`src/rtl/router_port_reader_if.sv`:
```
// Handshake bundle between one router output FIFO, its port reader and the downstream sink.
// Optional statistics outputs appear when READER_STATS_EN is defined.
interface router_port_reader_if;
    logic        vld_out;
    logic        soft_reset;
    logic [7:0]  dout;
    logic        sink_rdy;
    logic        rd_en;
    logic [7:0]  pkt_data;
    logic        pkt_data_vld;
    logic        pkt_sop;
    logic        pkt_done;
    logic        pkt_err;
    logic        pkt_abort;
    logic        busy;
`ifdef READER_STATS_EN
    logic [15:0] pkt_cnt;
    logic [15:0] err_cnt;
`endif

    modport master (
        input  vld_out, soft_reset, dout, sink_rdy,
        output rd_en, pkt_data, pkt_data_vld, pkt_sop, pkt_done, pkt_err, pkt_abort, busy
`ifdef READER_STATS_EN
        , output pkt_cnt, err_cnt
`endif
    );

    modport slave (
        output vld_out, soft_reset, dout, sink_rdy,
        input  rd_en, pkt_data, pkt_data_vld, pkt_sop, pkt_done, pkt_err, pkt_abort, busy
`ifdef READER_STATS_EN
        , input pkt_cnt, err_cnt
`endif
    );
endinterface

```
`src/rtl/router_port_reader.sv`:
```
// Drains one packet per vld_out from a router output FIFO, forwards it, checks XOR parity.
// Define READER_STATS_EN to add saturating packet/error counters.
module router_port_reader #(
    parameter int unsigned START_DELAY = 2
) (
    input logic                  clk,
    input logic                  rst,
    router_port_reader_if.master bus
);
    typedef enum logic [2:0] {
        S_IDLE, S_DELAY, S_HDR, S_WAIT_HDR, S_BODY, S_CHK
    } state_t;

    localparam logic [4:0] DLY_LAST = 5'((START_DELAY == 0) ? 0 : START_DELAY - 1);

    state_t     r_state;
    state_t     w_next;
    logic [4:0] r_dly_cnt;
    logic [6:0] r_issue;
    logic [6:0] r_ret;
    logic [7:0] r_acc;
    logic       r_rd_q;
    logic       r_sop_q;
    logic       w_rd_en;
    logic       w_abort;
    logic       w_done;

    always_comb begin
        w_next  = r_state;
        w_rd_en = 1'b0;
        w_abort = bus.soft_reset && (r_state != S_IDLE);
        unique case (r_state)
            S_IDLE:     if (bus.vld_out) w_next = (START_DELAY == 0) ? S_HDR : S_DELAY;
            S_DELAY:    if (r_dly_cnt == DLY_LAST) w_next = S_HDR;
            S_HDR: begin
                w_rd_en = bus.vld_out && bus.sink_rdy;
                if (w_rd_en) w_next = S_WAIT_HDR;
            end
            S_WAIT_HDR: w_next = S_BODY;
            S_BODY: begin
                w_rd_en = bus.vld_out && bus.sink_rdy && (r_issue != '0);
                // parity byte is the last of len+1 returns after the header
                if (r_rd_q && (r_ret == 7'd1)) w_next = S_CHK;
            end
            S_CHK:      w_next = S_IDLE;
            default:    w_next = S_IDLE;
        endcase
        if (w_abort) w_next = S_IDLE;
    end

    always_ff @(posedge clk or negedge rst) begin
        if (!rst) begin
            r_state   <= S_IDLE;
            r_dly_cnt <= '0;
            r_issue   <= '0;
            r_ret     <= '0;
            r_acc     <= '0;
            r_rd_q    <= 1'b0;
            r_sop_q   <= 1'b0;
        end else begin
            r_state <= w_next;
            r_rd_q  <= w_rd_en && !w_abort;
            r_sop_q <= w_rd_en && !w_abort && (r_state == S_HDR);
            if (w_abort) begin
                r_dly_cnt <= '0;
                r_issue   <= '0;
                r_ret     <= '0;
                r_acc     <= '0;
            end else begin
                unique case (r_state)
                    S_IDLE:  r_dly_cnt <= '0;
                    S_DELAY: r_dly_cnt <= r_dly_cnt + 5'd1;
                    S_WAIT_HDR: begin
                        r_dly_cnt <= '0;
                        r_issue   <= {1'b0, bus.dout[7:2]} + 7'd1;
                        r_ret     <= {1'b0, bus.dout[7:2]} + 7'd1;
                        r_acc     <= bus.dout;
                    end
                    S_BODY: begin
                        if (w_rd_en) r_issue <= r_issue - 7'd1;
                        if (r_rd_q) begin
                            r_ret <= r_ret - 7'd1;
                            r_acc <= r_acc ^ bus.dout;
                        end
                    end
                    default: ;
                endcase
            end
        end
    end

    assign w_done           = (r_state == S_CHK) && !w_abort;
    assign bus.rd_en        = w_rd_en;
    // an in-flight byte is dropped when the packet is abandoned
    assign bus.pkt_data_vld = r_rd_q && !w_abort;
    assign bus.pkt_data     = bus.pkt_data_vld ? bus.dout : 8'h00;
    assign bus.pkt_sop      = r_sop_q && !w_abort;
    assign bus.pkt_done     = w_done;
    assign bus.pkt_err      = w_done && (r_acc != 8'h00);
    assign bus.pkt_abort    = w_abort;
    assign bus.busy         = (r_state != S_IDLE);

`ifdef READER_STATS_EN
    logic [15:0] r_pkt_cnt;
    logic [15:0] r_err_cnt;

    always_ff @(posedge clk or negedge rst) begin
        if (!rst) begin
            r_pkt_cnt <= '0;
            r_err_cnt <= '0;
        end else begin
            if (w_done && (r_pkt_cnt != '1)) r_pkt_cnt <= r_pkt_cnt + 16'd1;
            if ((bus.pkt_err || w_abort) && (r_err_cnt != '1)) r_err_cnt <= r_err_cnt + 16'd1;
        end
    end

    assign bus.pkt_cnt = r_pkt_cnt;
    assign bus.err_cnt = r_err_cnt;
`endif
endmodule

```
`src/flat_wrapper.sv`:
```
// flat-port wrapper written by rule: the top's interface ports become plain ports
module router_port_reader_flat 
#(
    parameter int unsigned START_DELAY = 2
)
  (clk, rst, bus_vld_out, bus_soft_reset, bus_dout, bus_sink_rdy, bus_rd_en, bus_pkt_data, bus_pkt_data_vld, bus_pkt_sop, bus_pkt_done, bus_pkt_err, bus_pkt_abort, bus_busy);
  router_port_reader_if bus_i ();
  input logic clk;
  input logic rst;
  input wire logic [$bits(bus_i.vld_out)-1:0] bus_vld_out;
  input wire logic [$bits(bus_i.soft_reset)-1:0] bus_soft_reset;
  input wire logic [$bits(bus_i.dout)-1:0] bus_dout;
  input wire logic [$bits(bus_i.sink_rdy)-1:0] bus_sink_rdy;
  output wire logic [$bits(bus_i.rd_en)-1:0] bus_rd_en;
  output wire logic [$bits(bus_i.pkt_data)-1:0] bus_pkt_data;
  output wire logic [$bits(bus_i.pkt_data_vld)-1:0] bus_pkt_data_vld;
  output wire logic [$bits(bus_i.pkt_sop)-1:0] bus_pkt_sop;
  output wire logic [$bits(bus_i.pkt_done)-1:0] bus_pkt_done;
  output wire logic [$bits(bus_i.pkt_err)-1:0] bus_pkt_err;
  output wire logic [$bits(bus_i.pkt_abort)-1:0] bus_pkt_abort;
  output wire logic [$bits(bus_i.busy)-1:0] bus_busy;
  assign bus_i.vld_out = bus_vld_out;
  assign bus_i.soft_reset = bus_soft_reset;
  assign bus_i.dout = bus_dout;
  assign bus_i.sink_rdy = bus_sink_rdy;
  assign bus_rd_en = bus_i.rd_en;
  assign bus_pkt_data = bus_i.pkt_data;
  assign bus_pkt_data_vld = bus_i.pkt_data_vld;
  assign bus_pkt_sop = bus_i.pkt_sop;
  assign bus_pkt_done = bus_i.pkt_done;
  assign bus_pkt_err = bus_i.pkt_err;
  assign bus_pkt_abort = bus_i.pkt_abort;
  assign bus_busy = bus_i.busy;
  router_port_reader #(.START_DELAY(START_DELAY)) u_core (.clk(clk), .rst(rst), .bus(bus_i));
endmodule
```
`config.mk`:
```
export PLATFORM = sky130hd
export DESIGN_NAME = router_port_reader_flat
export DESIGN_NICKNAME = d
export VERILOG_FILES = /design/src/rtl/router_port_reader_if.sv /design/src/rtl/router_port_reader.sv /design/src/flat_wrapper.sv
export SDC_FILE = /design/constraint.sdc
export NUM_CORES = 1
export LEC_CHECK = 0
export CAP_MARGIN = 20
export CELL_PAD_IN_SITES_DETAIL_PLACEMENT = 0
export CELL_PAD_IN_SITES_GLOBAL_PLACEMENT = 1
export CORE_MARGIN = 2
export CORE_UTILIZATION = 38
export CTS_BUF_LIST = sky130_fd_sc_hd__clkbuf_16
export DETAILED_ROUTE_END_ITERATION = 10
export GPL_TIMING_DRIVEN = 0
export PLACE_DENSITY = 0.79
export SETUP_SLACK_MARGIN = 0.2
export SYNTH_ARGS = -nofsm -noshare
export SYNTH_HDL_FRONTEND = slang
export SYNTH_SLANG_ARGS = --single-unit
export TNS_END_PERCENT = 10
```
`constraint.sdc`:
```
create_clock -name clk -period 1.85 [get_ports clk]
set_input_delay 0.37 -clock clk [delete_from_list [all_inputs] [get_ports clk]]
set_output_delay 0.37 -clock clk [all_outputs]
set_load 0.01 [all_outputs]
```
==> out/metrics.cfg <==
[status]
status = complete, but fails checks
violations = setup timing

[routing]
ant_nets = 0
num_vias = 2140
wirelength_mm = 6.77
routedWlPerCell_um = 18.0
viasPerCell = 5.69
first_pass_iters = 4
drt-initial-drc-count = 137
drcViolationCount = 0

[placed_design]
dpl_cell_area_mm2 = 0.00255
dp_hpwl_mm = 4.26
gp_congestion = 0.831
numPortBuffers = 26

[clock_network]
cts_tree = done
cts_sinks = 32
root_buffer = clkbuf_16
cts_hold_buf = 0
cts_htree_levels = 2
cts_buffers = 5
clk_path_buf_depth = 2
path_clk_slew_ns = 0.05
clk_latency_ns = 0.28

[floorplan]
die_h_um = 79.9
die_w_um = 79.9
core_area_mm2 = 0.00554
start_util_pct = 39.5
num_rows = 27
dieArea_mm2 = 0.00638
top_level_ports = 28

[sta]
report.final.slew_viol_count = 0
period_share_pct = 114
fin_ws_ns = -0.250
hold_ws_ns = 0.166
hold_violations = 0
slew-limit-headroom_pct = 48.4
setup_violations = 14
finalClockSkew_ns = 0.00358
worst_pin_slew_ns = 0.774
rsz0062_at_grt = yes
fmax_mhz = 476
tns_ns = -1.12
finalCriticalPeriod_ns = 2.10

[synth]
synthFlopType = dfrtp_1
yosysWarnings = 0
yosysTopAreaCellShare_pct = 36.6
syn_inst = 246
ys_ff_latch = 32
syn_nets = 266
ys_top_cells_by_area = dfrtp_1 37%, xor2_1 4.8%, ha_1 4.0%
synth_edf_count = 0
synthArstFlopShare_pct = 100
syn_area_mm2 = 0.00219
synth.distinct_cells = 52
synth_top_area_cell = dfrtp_1
seq_area_frac_synth_pct = 36.6
synthesis.area_per_instance_um2 = 8.89

[min_path]
min_path_type = in -> async

[critical_path]
cp_max_fo = 2
critical_path_class = reg -> out
cp-end-kind = output port
cp_data_arrival_time_ns = 1.73
worst_setup_path_start_kind = flip-flop
required_ns = 1.48

[layout]
syn2layout_area_growth_pct = 39.2
num_antenna_cells = 0
n_fill_cell = 515
drive_above_1_share_pct = 30.3
multi_input_area_mm2 = 0.00138
regArea_um2 = 803
fin_util_pct = 54.9
finalNetCount = 324
design_area_mm2 = 0.00304

[grt]
grt-busiest-layer = met2
grt_antenna_before_repair = 0
use_met1_pct = 29.6
met3_usage_pct = 3.85
grt_max_degree = 33
overflow = 0
grtUsageMet2_pct = 34.1
grt_pass1_vias = 2037
grt_first_pass_wirelength_mm = 10.5
grt_use_total_pct = 21.7

[power]
report.power.total_mw = 3.54
cellLeakagePower_nw = 1.35
p_per_area_mw_per_mm2 = 1160
ir_drop_mv = 0.455

[flow_run]
maxCapViolCount = 0

==> per-stage QoR <==
step	setup slack [ns]	cells
after floorplan	0.106	246
after global placement	-0.900	344
after detailed placement	-0.905	344
after CTS	-0.219	365
after global routing	-0.345	376
final	-0.250	376
==> worst max-delay path: stages, from the launching register on <==
cell and delay, ns:
dfrtp_1 0.39, inv_2 0.09, ha_4 0.12, nor4b_4 0.32, a21oi_1 0.12, mux2i_1 0.18, nor3_1 0.09, buf_2 0.14
==> worst paths after layout <==
check / startpoint / endpoint / slack, ns / cells past startpoint
max: u_core.r_issue[0]$_DFFE_PN0P_ / bus_rd_en / -0.25 / 7
min: rst / u_core.r_issue[1]$_DFFE_PN0P_ / 0.17 / 1
max reg2reg: u_core.r_state[2]$_DFFE_PN0P_ / u_core.r_issue[1]$_DFFE_PN0P_ / -0.07 / 6
min reg2reg: u_core.r_acc[3]$_DFFE_PN0P_ / u_core.r_acc[3]$_DFFE_PN0P_ / 0.52 / 1
max in group asynchronous: rst / u_core.r_state[0]$_DFFE_PN0P_ / 1.14 / 1
min in group clk: u_core.r_acc[3]$_DFFE_PN0P_ / u_core.r_acc[3]$_DFFE_PN0P_ / 0.52 / 1
==> cell type report <==
cell class              count  area share [%]
inverters                  14            1.85
repair buffers             51            13.1
plain buffers              16            6.04
well taps                  72            2.96
flip-flops and latches     32            26.4
multi-input cells         184            45.3
clock buffers               5            4.11
clock inverters             2           0.247
==> sequential cells by signal, indices dropped and copies added, names as in the netlist <==
name              count
u_core.r_acc          8
u_core.r_dly_cnt      5
u_core.r_issue        7
u_core.r_rd_q         1
u_core.r_ret          7
u_core.r_sop_q        1
u_core.r_state        3
==> cell families (layout without fill, tap and decap cells) <==
kind of cell	count (synthesis)	count (layout)	synth area share (%)
simple gates	95	95	25.1
flops	32	32	36.6
compound gates	66	66	21.7
mux	3	3	1.49
fa+ha+maj	7	7	4.00
xor+xnor	13	13	5.21
buf+inv	30	88	5.95
==> cell usage after synthesis (2+ instances only) <==
master,instances
and4_1,3
o31ai_1,3
buf_4,2
a211oi_1,3
inv_1,14
nor3_1,9
o22a_1,3
nand2b_1,5
o2bb2ai_1,10
clkbuf_1,6
ha_1,7
and3_1,11
nor2b_1,2
buf_2,8
and2_1,4
dfrtp_1,32
nor4_1,4
o21ai_0,8
o211ai_1,4
o22ai_1,5
nand4b_1,2
a2bb2oi_1,2
a31oi_1,4
nand2_1,17
a21oi_1,11
a22oi_1,5
or3_1,3
nand3_1,8
nor3b_1,4
nand4_1,2
nor2_1,13
xor2_1,12
==> cell usage in the layout, fill, tap and decap left out, drive strengths merged, types with 5 or more instances in the layout <==
cell type	synthesis	routed
xor2	12	12
nor3	9	9
a22oi	5	5
dfrtp	32	32
ha	7	7
a21oi	11	11
clkdlybuf4s50	0	5
clkbuf	6	8
nor2	13	13
inv	14	13
nand2b	5	5
and3	11	11
o21ai	9	9
nand3	8	8
o22ai	5	5
nand2	17	17
buf	10	54
o2bb2ai	10	10
==> metal layers <==
metal,routed length (um),vias up
met4,125,0
met5,0,-
met3,367,10
li1,-,1018
met1,2980,1053
met2,3290,59
==> where the power goes <==
group,internal (mW),switching [mW]
sequential,0.876,0.229
combinational,0.834,0.825
clock,0.481,0.298
total,2.19,1.35
==> what timing repair did <==
action	4_1_cts	5_1_grt
pin swaps	7	18
gates resized for setup	104	33
setup buffers	14	11
setup endpoints to repair	42	43
cloned	0	0
(Power assumes the default switching activity.)
